===== config.mk =====
export PLATFORM = sky130hd
export DESIGN_NAME = dmem_access_unit
export DESIGN_NICKNAME = d
export VERILOG_FILES = /design/src/rtl/dmem_pkg.sv /design/src/rtl/dmem_access_unit_load_align.sv /design/src/rtl/dmem_access_unit.sv
export SDC_FILE = /design/constraint.sdc
export NUM_CORES = 1
export LEC_CHECK = 0
export CAP_MARGIN = 30
export CELL_PAD_IN_SITES_DETAIL_PLACEMENT = 0
export CELL_PAD_IN_SITES_GLOBAL_PLACEMENT = 2
export CORE_UTILIZATION = 25
export DETAILED_ROUTE_END_ITERATION = 10
export GPL_TIMING_DRIVEN = 0
export PLACE_DENSITY = 0.91
export SLEW_MARGIN = 20
export SYNTH_ARGS = -nofsm -noshare
export SYNTH_HDL_FRONTEND = slang
export SYNTH_HIERARCHICAL = 1
export SYNTH_SLANG_ARGS = --single-unit
export TNS_END_PERCENT = 10

===== constraint.sdc =====
create_clock -name clk -period 3 [get_ports clk]
set_input_delay 0.6 -clock clk [delete_from_list [all_inputs] [get_ports clk]]
set_output_delay 0.6 -clock clk [all_outputs]
set_load 0.02 [all_outputs]

===== src/rtl/dmem_pkg.sv =====
// Shared types and constants for the data-memory access unit.
// FSM states, funct3 encodings and the registered bus command.
package dmem_pkg;

  typedef enum logic [1:0] {
    S_IDLE,
    S_BUSY,
    S_DONE
  } state_e;

  localparam logic [2:0] LB  = 3'b000;
  localparam logic [2:0] LH  = 3'b001;
  localparam logic [2:0] LW  = 3'b010;
  localparam logic [2:0] LBU = 3'b100;
  localparam logic [2:0] LHU = 3'b101;

  localparam logic [2:0] SB  = 3'b000;
  localparam logic [2:0] SH  = 3'b001;
  localparam logic [2:0] SW  = 3'b010;

  typedef struct packed {
    logic [31:0] addr;
    logic        we;
    logic [3:0]  be;
    logic [31:0] wdata;
    logic [2:0]  funct3;
    logic [1:0]  lane;
  } bus_cmd_t;

  function automatic logic f3_legal(
    input logic       we,
    input logic [2:0] f3
  );
    logic ok;
    ok = 1'b0;
    if (we) begin
      case (f3)
        SB, SH, SW: ok = 1'b1;
        default:    ok = 1'b0;
      endcase
    end else begin
      case (f3)
        LB, LH, LW, LBU, LHU: ok = 1'b1;
        default:              ok = 1'b0;
      endcase
    end
    return ok;
  endfunction

  function automatic logic misaligned(
    input logic [2:0] f3,
    input logic [1:0] a
  );
    logic half_bad;
    logic word_bad;
    half_bad = (f3[1:0] == 2'b01) && a[0];
    word_bad = (f3[1:0] == 2'b10) && (a != 2'b00);
    return half_bad || word_bad;
  endfunction

endpackage


===== src/rtl/dmem_access_unit_load_align.sv =====
// Load lane select and sign/zero extension of a raw bus word.
// Purely combinational; illegal funct3 yields zero.
module load_align
  import dmem_pkg::*;
(
  input  logic [31:0] word,
  input  logic [1:0]  lane,
  input  logic [2:0]  funct3,
  output logic [31:0] data
);

  logic [7:0]  b;
  logic [15:0] h;

  always_comb begin
    b = word[{lane, 3'b000} +: 8];
    h = lane[1] ? word[31:16] : word[15:0];
    case (funct3)
      LB:      data = {{24{b[7]}}, b};
      LH:      data = {{16{h[15]}}, h};
      LW:      data = word;
      LBU:     data = {24'h0, b};
      LHU:     data = {16'h0, h};
      default: data = 32'h0;
    endcase
  end

endmodule


===== src/rtl/dmem_access_unit.sv =====
// MEM-stage data memory access unit: request decode, bus FSM,
// store lane/byte-enable generation and timeout fault detection.
module dmem_access_unit
  import dmem_pkg::*;
#(
  parameter int TIMEOUT_CYCLES = 16
) (
  input  logic        clk,
  input  logic        reset,
  input  logic        mem_read,
  input  logic        mem_write,
  input  logic [2:0]  funct3,
  input  logic [31:0] addr,
  input  logic [31:0] wdata,
  output logic [31:0] rdata,
  output logic        stall,
  output logic        fault,
  output logic        bus_req,
  output logic        bus_we,
  output logic [31:0] bus_addr,
  output logic [31:0] bus_wdata,
  output logic [3:0]  bus_be,
  input  logic        bus_ack,
  input  logic [31:0] bus_rdata
);

  localparam int CW = $clog2(TIMEOUT_CYCLES + 1);
  localparam logic [CW-1:0] CNT_MAX =
    CW'(TIMEOUT_CYCLES);

  state_e         state_q, state_d;
  bus_cmd_t       cmd_q, cmd_d;
  logic [CW-1:0]  cnt_q, cnt_d;
  logic [CW-1:0]  cnt_inc;
  logic [31:0]    data_q, data_d;
  logic           tmo_q, tmo_d;

  logic           req_any;
  logic           conflict;
  logic           legal;
  logic           aligned;
  logic           valid;
  logic           bad;
  bus_cmd_t       new_cmd;
  logic [31:0]    ld_data;

  load_align u_load_align (
    .word   (bus_rdata),
    .lane   (cmd_q.lane),
    .funct3 (cmd_q.funct3),
    .data   (ld_data)
  );

  always_comb begin
    req_any  = mem_read | mem_write;
    conflict = mem_read & mem_write;
    legal    = f3_legal(mem_write, funct3);
    aligned  = !misaligned(funct3, addr[1:0]);
    valid    = req_any && !conflict && legal && aligned;
    bad      = req_any && !valid;
  end

  always_comb begin
    new_cmd        = '0;
    new_cmd.addr   = {addr[31:2], 2'b00};
    new_cmd.we     = mem_write;
    new_cmd.funct3 = funct3;
    new_cmd.lane   = addr[1:0];
    new_cmd.be     = 4'b1111;
    if (mem_write) begin
      case (funct3)
        SB: begin
          new_cmd.be    = 4'b0001 << addr[1:0];
          new_cmd.wdata = {4{wdata[7:0]}};
        end
        SH: begin
          new_cmd.be    = addr[1] ? 4'b1100 : 4'b0011;
          new_cmd.wdata = {2{wdata[15:0]}};
        end
        default: begin
          new_cmd.be    = 4'b1111;
          new_cmd.wdata = wdata;
        end
      endcase
    end
  end

  always_comb begin
    state_d   = state_q;
    cmd_d     = cmd_q;
    cnt_d     = cnt_q;
    data_d    = data_q;
    tmo_d     = tmo_q;
    cnt_inc   = cnt_q + CW'(1);
    rdata     = 32'h0;
    stall     = 1'b0;
    fault     = 1'b0;
    bus_req   = 1'b0;
    bus_we    = 1'b0;
    bus_addr  = 32'h0;
    bus_wdata = 32'h0;
    bus_be    = 4'b0000;
    case (state_q)
      S_IDLE: begin
        tmo_d  = 1'b0;
        data_d = 32'h0;
        if (valid) begin
          state_d = S_BUSY;
          cmd_d   = new_cmd;
          cnt_d   = '0;
          stall   = 1'b1;
        end else if (bad) begin
          fault = 1'b1;
        end
      end
      S_BUSY: begin
        stall     = 1'b1;
        bus_req   = 1'b1;
        bus_we    = cmd_q.we;
        bus_addr  = cmd_q.addr;
        bus_wdata = cmd_q.wdata;
        bus_be    = cmd_q.be;
        if (bus_ack) begin
          state_d = S_DONE;
          data_d  = cmd_q.we ? 32'h0 : ld_data;
        end else if (cnt_inc == CNT_MAX) begin
          state_d = S_DONE;
          tmo_d   = 1'b1;
          data_d  = 32'h0;
        end else begin
          cnt_d = cnt_inc;
        end
      end
      S_DONE: begin
        rdata   = data_q;
        fault   = tmo_q;
        state_d = S_IDLE;
      end
      default: state_d = S_IDLE;
    endcase
    // Reset also silences the outputs in the cycle it is seen.
    if (reset) begin
      rdata     = 32'h0;
      stall     = 1'b0;
      fault     = 1'b0;
      bus_req   = 1'b0;
      bus_we    = 1'b0;
      bus_addr  = 32'h0;
      bus_wdata = 32'h0;
      bus_be    = 4'b0000;
    end
  end

  always_ff @(posedge clk) begin
    if (reset) begin
      state_q <= S_IDLE;
      cmd_q   <= '0;
      cnt_q   <= '0;
      data_q  <= 32'h0;
      tmo_q   <= 1'b0;
    end else begin
      state_q <= state_d;
      cmd_q   <= cmd_d;
      cnt_q   <= cnt_d;
      data_q  <= data_d;
      tmo_q   <= tmo_d;
    end
  end

endmodule


==> results of run 1 <==
power breakdown:
| part | leakage (nW) | switching, mW | internal (mW) |
|---|---|---|---|
| clock network | 0.138 | 0.603 | 0.596 |
| registers | 0.907 | 0.0256 | 1.53 |
| logic | 2.81 | 0.334 | 0.292 |
| total | 3.85 | 0.962 | 2.42 |
routing by layer:
metal	GRT usage [%]	vias up	wire length (um)	part of all wire (%)
li1	-	2977	-	-
met1	22.77	2798	9725	46
met2	28.55	192	9740	46
met3	5.432	13	1601	7.5
met4	3.688	0	214	1.0
met5	0	-	0	0
cells by family (layout without fill, tap and decap cells):
| logic type | Yosys count | count (layout) | synth area share [%] |
|---|---|---|---|
| other | 1 | 3 | 0.06390 |
| AO/OA/AOI/OAI | 182 | 182 | 20.96 |
| flip-flops | 112 | 112 | 38.21 |
| multiplexers | 41 | 41 | 7.356 |
| buffers and inverters | 69 | 293 | 5.160 |
| AND/OR/NAND/NOR | 318 | 318 | 27.61 |
| adder cells (fa/ha/maj) | 3 | 3 | 0.6397 |
timing repair:
action                     CTS  global route
pin swaps                    2             3
buffers inserted             2             1
resized for setup          119            52
setup endpoints to repair  177            48
per-stage QoR:
| stage | utilization, % | std cells | setup slack [ns] | instance area, um^2 |
|---|---|---|---|---|
| 5_1_grt | 38.26 | 1264 | -0.07875 | 8741 |
| 3_5_place_dp | 36.37 | 1244 | -1.379 | 8310 |
| 3_3_place_gp | 36.37 | 1244 | -1.328 | 8310 |
| 6_report | 38.27 | 1265 | -0.01892 | 8743 |
| 2_1_floorplan | - | 727 | -0.01738 | 5877 |
| 4_1_cts | 37.80 | 1262 | -0.09689 | 8636 |
worst register-to-register path, cell delays in order, from the launching register on:
cell and delay (ns):
dfxtp_1 0.46, ha_1 0.31, nor4b_1 0.09, a21oi_1 0.22, o211ai_1 0.17, a21oi_1 0.49, clkbuf_1 0.46, a22o_1 0.22
sequential cells by signal (all words and copies together), names as in the netlist:
| name | count |
|---|---|
| data_q | 32 |
| tmo_q | 1 |
| cnt_q | 5 |
| cmd_q | 72 |
| state_q | 2 |
final timing paths:
kind	slack (ns)	from	depth (start not counted)	to
min	0.45	cmd_q[11]	2	cmd_q[11]
max	-0.02	reset	5	bus_wdata[1]
min reg2reg	0.45	cmd_q[11]	2	cmd_q[11]
max reg2reg	0.52	cnt_q[0]	7	data_q[18]
layout by cell type, fill, tap and decap left out, types with 4 or more instances in the layout:
master	netlist	final
nor3_1	11	8
nor2_1	45	44
buf_2	14	14
a211oi_1	11	10
a31oi_1	6	6
mux2i_1	24	24
a22o_1	32	32
a221o_1	4	4
clkbuf_2	0	4
and2_1	101	101
clkbuf_16	0	9
nand2_1	100	99
o211ai_1	18	18
dlygate4sd2_1	0	53
buf_4	5	13
dlymetal6s2s_1	0	26
mux2_2	17	17
clkbuf_1	41	30
a21oi_1	73	72
inv_1	6	6
clkdlybuf4s15_1	0	13
dfxtp_1	112	112
o221ai_1	6	6
o21ai_0	11	11
nand3_1	37	37
clkdlybuf4s50_1	0	107
nand2b_1	6	6
clkbuf_8	0	7
layout make-up:
cell class	count	area, um^2
Inverter	6	22.52
Multi-Input combinational cell	546	3378
Antenna cell	1	2.502
Buffer	63	370.4
Timing Repair Buffer	208	2052
Clock inverter	5	41.29
Sequential cell	112	2242
Clock buffer	11	242.7
Tap cell	313	391.6
Fill cell	2479	14100
==> results.md, run 1 <==
- The checks that failed: negative setup slack.
- After synthesis, the most frequently instantiated cells are 112 x dfxtp_1, 101 x and2_1, 100 x nand2_1.
- Counting the buffers created by CTS gives 9.
- Sequential elements use 38.21% of the synthesized area.
- Dividing the synthesized area by the synthesized cell count gives 8.083 um^2.
- In the routed layout, each cell is associated on average with a via count of 4.727.
- The longest clock path from root to sink contains 2 buffers.
- The number of setup violations in the final report is 1.
- The slowest stage cell on the critical path is clkdlybuf4s50_1.
- The H-tree level count is 3.
- The category of the worst setup path capture point is a primary output.
- In this run the power density over the cells is 387.0 nW/um^2.
- The startpoint kind of the worst setup timing path is an input port.
- dfxtp_1 is the most common cell in the netlist.
- The most prevalent standard cell on the critical path is clkdlybuf4s50_1.
- The total negative slack for setup checks is -0.01892 ns.
- TritonCTS built the clock tree.
- Hold is met by 0.4505 ns.
- Setup repair after global routing could not meet its margin everywhere.
- Setup slack on the critical path of the routed design comes to -0.01892 ns.
- The share of synthesized registers carrying an async set or reset is 0%.
- The ratio of cells with drive above 1 in the final layout is 9.674%.
- After floorplanning, the core was sized to cover 22850 um^2.
- The final routed wire length divided by cell count is 16.82 um.
- The total overflow reported by the global router is 0.
- The dominant delay contributor by cell family on the critical path is buffers and inverters.
- Among all flip-flop cells after synthesis, the most frequent one is dfxtp_1.
- The critical path class is input port to primary output.
- At the worst endpoint, the required time is 2.40 ns.
- The count of flip-flops with a built-in enable after synthesis is 0.
- The signal on the critical path passes through clkdlybuf4s50_1 > nor2_4 > buf_4 > and2_1 > clkdlybuf4s50_1.
- The HPWL after detailed placement is 16140 um.
- The number of global-route vias before repair is 5858.
- The flip-flop and latch count after synthesis is 112.
- Entering global routing, the biggest net connects 19 pins.
- Synthesis instantiated 53 different standard cells from the library.
- The root buffer selected by CTS is clkbuf_16.
- The floorplan step defined a die boundary enclosing 24090 um^2.
- The number of max-slew violations in the final report came to 0.
- The count of endpoints failing hold in the final timing report is 0.
- The buffers plus inverters on the worst setup path is 3.
- The worst-skew pair later-pin latency is 0.36 ns.
- The detailed-routing iteration count for the pre-antenna-repair pass is 4.
- Buffers placed on the I/O ports in this run total 204.
- The max-capacitance violation count is 0.
- The global-route usage over all layers is 17.55%.
- The measured slew at the worst slew-check pin is 0.8847 ns.
- Clock-pin slew was measured on the worst setup and hold paths at 0.08 ns.
- The minimum clock period is 3.019 ns.
- The worst clock skew is 0.01265 ns.
- The classification of the worst-slack hold path is flip-flop to flip-flop.
- The flow ran to the end, but the final reports show violations.
- The highest ir drop seen on vdd is 0.0002553 V.
- The initial antenna violation count is 1.
- For this design the static power due to leakage is 3.853 nW.
- For this block, the initial DRC count from the detailed router was 303.
- Detailed routing inserted a total of 5980 vias.
- The DRC violations left is 0.
- The area added between synthesis and finish is 49.00%.
- Measured against its own limit, the worst slew margin works out to 40.70%.
- The starting density of the core is 25.68%.
- The critical-path maximum fanout is 10.
- Once detail routing completed, the nets flagged for antenna violations numbered 0.
- In this design, the stage delay of the slowest critical-path cell is 0.61 ns.
- The first-pass GRT wire length is 32930 um.
- Counting every instance in the synthesized netlist gives 726.
- The share of the synthesized area in the top cell type is 38.21%.
- The total detailed-routing wirelength is 21280 um.
- The die is 155.2 um tall.
- The last weighted congestion value of the routability-driven placer is 0.8336.
- The Yosys warning count is 6.
- After synthesis, the cell types taking the most area are dfxtp_1 38%, and2_1 11%, nand2_1 6.4%, a21oi_1 6.2%, a22o_1 4.8%.
- Pin placement for this block handled 208 I/O pins.
- The area of the mapped netlist is 5868 um^2.
- The net total in the final layout is 1053.
- The clock sink count is 112.
- The share of the clock period used by the worst path after layout is 100.6%.
- The die is 155.2 um wide.
- For this run, the top clock speed supported by timing is 331.2 MHz.
- The worst endpoint data arrival time is 2.42 ns.
- The floorplan row count is 55.
- The largest total area in the synthesized netlist belongs to dfxtp_1.
- Power comes to 3.384 mW.
- The hold buffer count at CTS is 0.
Power figures use the tool's default switching activity.
==> run 2, diff against run 1 <==
--- a/config.mk
+++ b/config.mk
@@ -8,6 +8,7 @@
 export CAP_MARGIN = 30
 export CELL_PAD_IN_SITES_DETAIL_PLACEMENT = 0
 export CELL_PAD_IN_SITES_GLOBAL_PLACEMENT = 2
+export CORE_MARGIN = 5
 export CORE_UTILIZATION = 25
 export DETAILED_ROUTE_END_ITERATION = 10
 export GPL_TIMING_DRIVEN = 0
==> run 2 against run 1 <==
- register-to-register slack lost 0.03 ns
- design area shrank 0.64%
- worst setup slack gained 0.15 ns
- clock-buffer cell count shrank 1
- first-iteration DRC count shrank 28%
- critical path depth grew 1
- cell count grew 0.40%
- largest power group unchanged
- total power grew 5.0%
- wire length grew 2.8%
- fmax grew 5.4%
- clock power grew 15%
- critical path type is now flip-flop to primary output
- the run now ends clean
- via count shrank 0.20%
==> results.md, run 2 (same netlist as run 1, synthesis figures left out) <==
- Status: complete, no violations (was complete, but fails checks).
- The total of buffers placed on input and output ports came to 204 (unchanged).
- The number of DRC markers in iteration 0 is 219 (was 303).
- The reg-to-reg startpoint is cnt_q[0] (unchanged).
- The minimum clock period is 2.865 ns (was 3.019 ns).
- The count of filler cells inserted in the layout is 2503 (was 2479).
- The switching part of the total is 27.61% (was 28.44%).
- The power density over the cells is 409.0 nW/um^2 (was 387.0 nW/um^2).
- The critical-path maximum fanout is 10 (unchanged).
- The global-route usage over all layers is 16.15% (was 17.55%).
- The first-pass GRT wire length is 33740 um (was 32930 um).
- The max-capacitance violation count was 0 (unchanged).
- The total negative slack for setup checks is 0 ns (was -0.01892 ns).
- The slowest stage cell on the critical path is clkdlybuf4s50_1 (unchanged).
- The category of the worst setup path capture point is a primary output (unchanged).
- The TritonCTS clock tree was done (unchanged).
- The most prevalent standard cell on the critical path is clkbuf_4 (was clkdlybuf4s50_1).
- The clock tree buffer depth is 2 (unchanged).
- The sequential power share came to 43.9% (was 46.1%).
- The hold path endpoint is cmd_q[45] (was cmd_q[11]).
- The number of global-route vias before repair came to 5972 (was 5858).
- The worst clock skew came to 0.008145 ns (was 0.01265 ns).
- The hold path depth came to 2 (unchanged).
- The largest register by flop count is cmd_q (unchanged).
- The net total in the final layout came to 1053 (unchanged).
- The clock sink count is 112 (unchanged).
- The total detailed-routing wirelength is 21880 um (was 21280 um).
- The worst slew slack as a fraction of its limit is 35.50% (was 40.70%).
- The proportion of power drawn by the clock network is 38.7% (was 35.4%).
- The dominant delay contributor by cell family on the critical path is buffers and inverters (unchanged).
- The DRC violations left came to 0 (unchanged).
- The root buffer selected by CTS is clkbuf_16 (unchanged).
- The hold buffer count at CTS is 0 (unchanged).
- The final routed wire length divided by cell count is 17.23 um (was 16.82 um).
- The starting density of the core is 25.23% (was 25.68%).
- The maximum cell stage delay along the critical path is 0.60 ns (was 0.61 ns).
- The share of the clock period used by the worst path after layout is 95.49% (was 100.6%).
- The number of setup violations in the final report is 0 (was 1).
- The I/O pin count came to 208 (unchanged).
- The data required time of the critical path was 2.40 ns (about the same).
- The last weighted congestion value of the routability-driven placer was 0.8514 (was 0.8336).
- The instance area after placement is 8324 um^2 (was 8310 um^2).
- The total core area is 23260 um^2 (was 22850 um^2).
- The critical path class is flip-flop to primary output (was input port to primary output).
- The startpoint kind of the worst setup timing path is a flip-flop (was input port).
- The floorplan row count came to 56 (was 55).
- The cell leakage power is 3.654 nW (was 3.853 nW).
- The critical hold path startpoint is cmd_q[45] (was cmd_q[11]).
- The count of endpoints failing hold in the final timing report was 0 (unchanged).
- Most frequent cells in the layout: 112 x dfxtp_1, 110 x clkdlybuf4s50_1, 101 x and2_1, 99 x nand2_1, 76 x dlygate4sd2_1 (was 112 x dfxtp_1, 107 x clkdlybuf4s50_1, 101 x and2_1, 99 x nand2_1, 72 x a21oi_1).
- Ordered list of cells on the worst path: clkbuf_4 > nand2_2 > nor2_4 > clkbuf_4 > and2_1 > clkdlybuf4s50_1 (was clkdlybuf4s50_1 > nor2_4 > buf_4 > and2_1 > clkdlybuf4s50_1).
- Setup repair after global routing missed its margin: true (unchanged).
- The worst endpoint data arrival time is 2.26 ns (was 2.42 ns).
- The portion of total power attributed to combinational logic was 17.4% (was 18.5%).
- The chip width is 163.2 um (was 155.2 um).
- The buffers plus inverters on the worst setup path is 3 (unchanged).
- The remaining antenna violation count after routing is 0 (unchanged).
- The area added between synthesis and finish was 48.04% (was 49.00%).
- The number of max-slew violations in the final report is 0 (unchanged).
- The initial antenna violation count is 1 (unchanged).
- The detailed-routing iteration count for the pre-antenna-repair pass is 5 (was 4).
- The endpoint of the worst-slack reg-to-reg timing path is data_q[17] (was data_q[18]).
- The detail-routed via count per cell is 4.699 (was 4.727).
- The antenna diode count was 0 (was 1).
- The maximum clock frequency was 349.1 MHz (was 331.2 MHz).
- The maximum number of pins on one net before global-route repair came to 20 (was 19).
- The register-to-register path setup slack is 0.49 ns (was 0.52 ns).
- The number of flip-flops in the largest register is 72 (unchanged).
- The total power is 3.553 mW (was 3.384 mW).
- The H-tree level count came to 3 (unchanged).
- The total number of vias is 5968 (was 5980).
- The clock edge transition at the registers on the reported setup and hold paths came to 0.08 ns (about the same).
- The most common library cell in the layout ignoring fill and taps is dfxtp_1 (unchanged).
- The total net switching power is 0.9809 mW (was 0.9623 mW).
- The internal power is 2.572 mW (was 2.422 mW).
- The cell area after layout is 8687 um^2 (was 8743 um^2).
- The measured slew at the worst slew-check pin is 0.9633 ns (was 0.8847 ns).
- The die area is 26640 um^2 (was 24090 um^2).
- The ratio of cells with drive above 1 in the final layout is 9.674% (unchanged).
- The worst-skew pair later-pin latency is 0.36 ns (about the same).
- The classification of the worst-slack hold path is flip-flop to flip-flop (unchanged).
- The die height is 163.2 um (was 155.2 um).
- The total CTS buffers is 9 (unchanged).
- The highest ir drop seen on vdd is 0.0002486 V (was 0.0002553 V).
- Largest registers in the final layout: cmd_q: 72 flops, data_q: 32 flops, cnt_q: 5 flops (unchanged).
- The cell depth of the worst flop-to-flop path is 7 (unchanged).
- The detailed placer's ending HPWL is 16790 um (was 16140 um).
- The total overflow reported by the global router is 0 (unchanged).
-- run 2: worst max path at each step --
stage | from | end | slack (ns) | cells past startpoint
floorplan | mem_write | fault | -0.02 | 9
global placement | mem_write | stall | -1.37 | 9
detailed placement | mem_write | stall | -1.38 | 9
CTS | reset | bus_wdata[30] | -0.09 | 5
global route | state_q[0] | bus_wdata[30] | -0.01 | 6
finish | state_q[0] | bus_wdata[12] | 0.14 | 6
-- run 2: worst register-to-register path, stage by stage, from the launching register on --
cell      delay, ns
dfxtp_1        0.47
ha_1           0.30
nor4b_1        0.09
a21oi_1        0.23
o211ai_1       0.16
a21oi_1        0.56
clkbuf_1       0.44
a22o_1         0.20
-- run 2: timing repair --
action                                  in CTS  in global routing
gates cloned                                 0                  0
pin swaps                                    2                  3
buffers inserted                             3                  1
gates resized for setup                    130                 20
endpoints found under the setup margin     177                 39
-- run 2: per-stage QoR --
stage	utilization, %	setup WS, ns	std cells	hold WS (ns)
final	37.34	0.1354	1270	0.4502
after CTS	37.20	-0.08798	1269	0.4512
after floorplan	-	-0.01738	727	0.4273
after global placement	35.76	-1.369	1250	0.4356
after detailed placement	35.78	-1.379	1250	0.4405
after global routing	37.34	-0.01169	1270	0.4623
-- run 2: metal layers --
metal	track usage, %	wire [um]	vias up
met4	5.185	415	2
met3	4.441	1519	24
met5	0	7	-
met1	21.24	10060	2756
met2	25.74	9872	194
li1	-	-	2992
-- run 2: power groups by stage --
stage / Sequential, mW / Combinational (mW) / Clock [mW]
4_1_cts: 1.56 / 0.622 / 1.41
6_report: 1.56 / 0.619 / 1.38
5_1_grt: 1.56 / 0.675 / 1.47
3_3_place_gp: 1.59 / 0.608 / 0
2_1_floorplan: 1.58 / 0.329 / 0
3_5_place_dp: 1.59 / 0.609 / 0
-- run 2: layout make-up --
| cell class | count | area (um^2) | share of cell area, % |
|---|---|---|---|
| Clock inverter | 6 | 98.84 | 1.138 |
| Tap cell | 319 | 399.1 | 4.595 |
| Multi-Input combinational cell | 546 | 3376 | 38.86 |
| Timing Repair Buffer | 208 | 1977 | 22.76 |
| Sequential cell | 112 | 2242 | 25.81 |
| Buffer | 63 | 342.8 | 3.946 |
| Clock buffer | 10 | 229.0 | 2.636 |
| Inverter | 6 | 22.52 | 0.2593 |
==> variant (config.mk and constraints of run 2) <==
The parameter `TIMEOUT_CYCLES` goes from 16 to 32.
--- a/src/rtl/dmem_access_unit.sv
+++ b/src/rtl/dmem_access_unit.sv
@@ -5,3 +5,3 @@
 #(
-  parameter int TIMEOUT_CYCLES = 16
+  parameter int TIMEOUT_CYCLES = 32
 ) (
Function: same outputs for any inputs over 4 cycles, from zero or initial values and one cycle with reset high; that may be too few to reach the edited logic, so the function may still have changed.
==> variant against run 2 <==
Cell count up 0.87%; routed wire length up 4.2%; power up 23%; worst setup slack worse by 0.018 ns; cell area up 5.1%; clock power up 56%; area after synthesis up 1.6%; sequential cell count up 1; die area up 1.5%; critical path type is now primary input to output port; highest routed layer is now met4.
==> variant: results (changes against run 2) <==
| Metric | Value |
|---|---|
| Outcome | `finished clean` |
| Total routing resource utilization after global routing | `16.6% (+0.47 points)` |
| Max clock buf depth | `2 (unchanged)` |
| DP HPWL | `17.4 mm (+3.8%)` |
| Worst-path cell with the longest stage delay | `clkdlybuf4s50_1` |
| Number of antenna violations at the first check in global routing | `0 (-1)` |
| Min-delay worst type | `flip-flop to flip-flop` |
| Fraction of registers with async set/reset | `0% (unchanged)` |
| Global-route congestion overflow total | `0 (unchanged)` |
| Number of global-route vias before repair | `6124 (+2.5%)` |
| Number of unique standard cell types used by synthesis | `58 (+9.4%)` |
| Int Power | `3.22 mW (+25%)` |
| Pin count of the biggest net entering global routing | `17 (-15%)` |
| Wire length of the first global-routing pass | `34.7 mm (+2.7%)` |
| Most used DFF post-synth | `dfxtp_1` |
| Pin slew with the least headroom to its limit | `0.749 ns (-0.215 ns)` |
| Proportion of synthesized chip area in sequential cells | `37.9% (-0.27 points)` |
| Final net count | `1056 (+0.28%)` |
| Worst Clk Skew | `0.0170 ns (+0.00886 ns)` |
| Weighted congestion reported at the end of routability-driven placement | `0.838 (-1.6%)` |
| Count of buffers from port buffering | `202 (-0.98%)` |
| First-iteration detailed-routing DRC count | `315 (+44%)` |
| Instance area after placement | `8390 um^2 (+0.81%)` |
| Most used standard cells in the synthesized netlist | `nand2_1, dfxtp_1, a21oi_1, and3_1, clkbuf_1` |
| Registers with the most flip-flops | `cmd_q (72), data_q (32), cnt_q (6)` |
| Max H-tree Level | `4 (+1)` |
| Max Fanout on Critical Path | `6 (-4)` |
| Max FFs per register | `72 (unchanged)` |
| Data arrival, critical path | `2.28 ns (+0.02 ns)` |
| Number of diodes added for antenna fixing | `0 (unchanged)` |
| Clock slew seen by the registers of the worst setup and hold paths | `0.06 ns (-0.02 ns)` |
| Peak supply drop | `0.000296 V (+19%)` |
| Top cells by area, synth | `dfxtp_1, nand2_1, and3_1, a21oi_1, a22o_1` |
| Fraction of layout cells with a size suffix above 1 | `12.5% (+2.8 points)` |
| Total clock buffers created by CTS | `17 (+8)` |
| Later-pin clock latency in the skew report | `0.42 ns (+0.06 ns)` |
| Crit path largest cell delay | `0.57 ns (-0.03 ns)` |
| Synthesis Warnings | `6 (unchanged)` |
| Routed wire length per instance | `17.8 um (+3.3%)` |
| Static leakage | `3.94 nW (+7.8%)` |
| Cell family with most CP delay | `buffers and inverters` |
| Count of vias placed by the detailed router | `6130 (+2.7%)` |
-- variant: changes by cell type in the layout (fill, tap and decap cells not counted), moves of 9 or more --
| cell | change |
|---|---|
| clkdlybuf4s50_1 | +55 |
| nand2_1 | +20 |
| dlygate4sd2_1 | -55 |
| a211oi_1 | -9 |
| nor2_1 | -30 |
| and2_1 | -68 |
| and3_1 | +70 |
-- variant: cell type report --
cell class | instances | area (um^2)
plain buffers | 72 | 413
clock buffers | 19 | 453
clock inverters | 13 | 173
fillers | 2411 | 14300
inverters | 6 | 22.5
multi-input cells | 533 | 3330
flip-flops and latches | 113 | 2260
well taps | 319 | 399
repair buffers | 206 | 2070
-- variant: worst paths after layout --
check                             to  slack (ns)                    start  cells after the start
min reg2reg   cmd_q[34]$_SDFFE_PP0P_        0.45   cmd_q[34]$_SDFFE_PP0P_                      2
max reg2reg  data_q[22]$_SDFFE_PP0P_        0.82  state_q[1]$_SDFFE_PP0P_                      7
min           cmd_q[34]$_SDFFE_PP0P_        0.45   cmd_q[34]$_SDFFE_PP0P_                      2
max                            stall        0.12                  addr[0]                      5
-- variant: tightest hold or removal path, stage by stage (launching register included) --
cell,delay [ns]
dfxtp_1,0.30
nand2_1,0.05
a21oi_1,0.05
-- variant: routing by layer --
metal / routed length, um / global-route usage [%] / share of wire [%] / up-vias
met5: 0 / 0 / 0 / -
met3: 1990 / 5.57 / 8.7 / 17
met4: 286 / 3.71 / 1.3 / 0
met1: 10200 / 22.0 / 45 / 2847
li1: - / - / - / 3030
met2: 10300 / 26.4 / 45 / 236
-- variant: timing repair --
action / CTS / global route
setup buffers: 2 / 1
gates resized for setup: 43 / 33
pin swaps: 2 / 1
gates cloned: 0 / 0
setup endpoints to repair: 99 / 77
-- variant: logic make-up after synthesis --
group	share of synthesized area [%]
AO/OA/AOI/OAI	21.7
adder cells (fa/ha/maj)	0.630
AND/OR/NAND/NOR	26.0
buffers and inverters	6.88
XOR/XNOR	0.294
other	0.0629
multiplexers	6.46
flip-flops	37.9
-- variant: per-stage QoR --
step	cells	hold WS [ns]	setup WS, ns	utilization [%]	setup TNS (ns)
6_report	1281	0.447	0.117	38.9	0
3_3_place_gp	1245	0.434	-0.628	35.7	-16.17
2_1_floorplan	724	0.427	0.144	-	0
4_1_cts	1280	0.448	0.00385	38.6	0
3_5_place_dp	1246	0.440	-0.613	35.8	-9.40
5_1_grt	1281	0.468	-0.0512	38.9	-0.522
-- variant: power groups by stage --
stage | clock network, mW | logic, mW | registers (mW)
2_1_floorplan | 0 | 0.350 | 1.60
3_3_place_gp | 0 | 0.641 | 1.61
3_5_place_dp | 0 | 0.640 | 1.61
4_1_cts | 2.20 | 0.652 | 1.58
5_1_grt | 2.28 | 0.708 | 1.58
6_report | 2.15 | 0.652 | 1.58
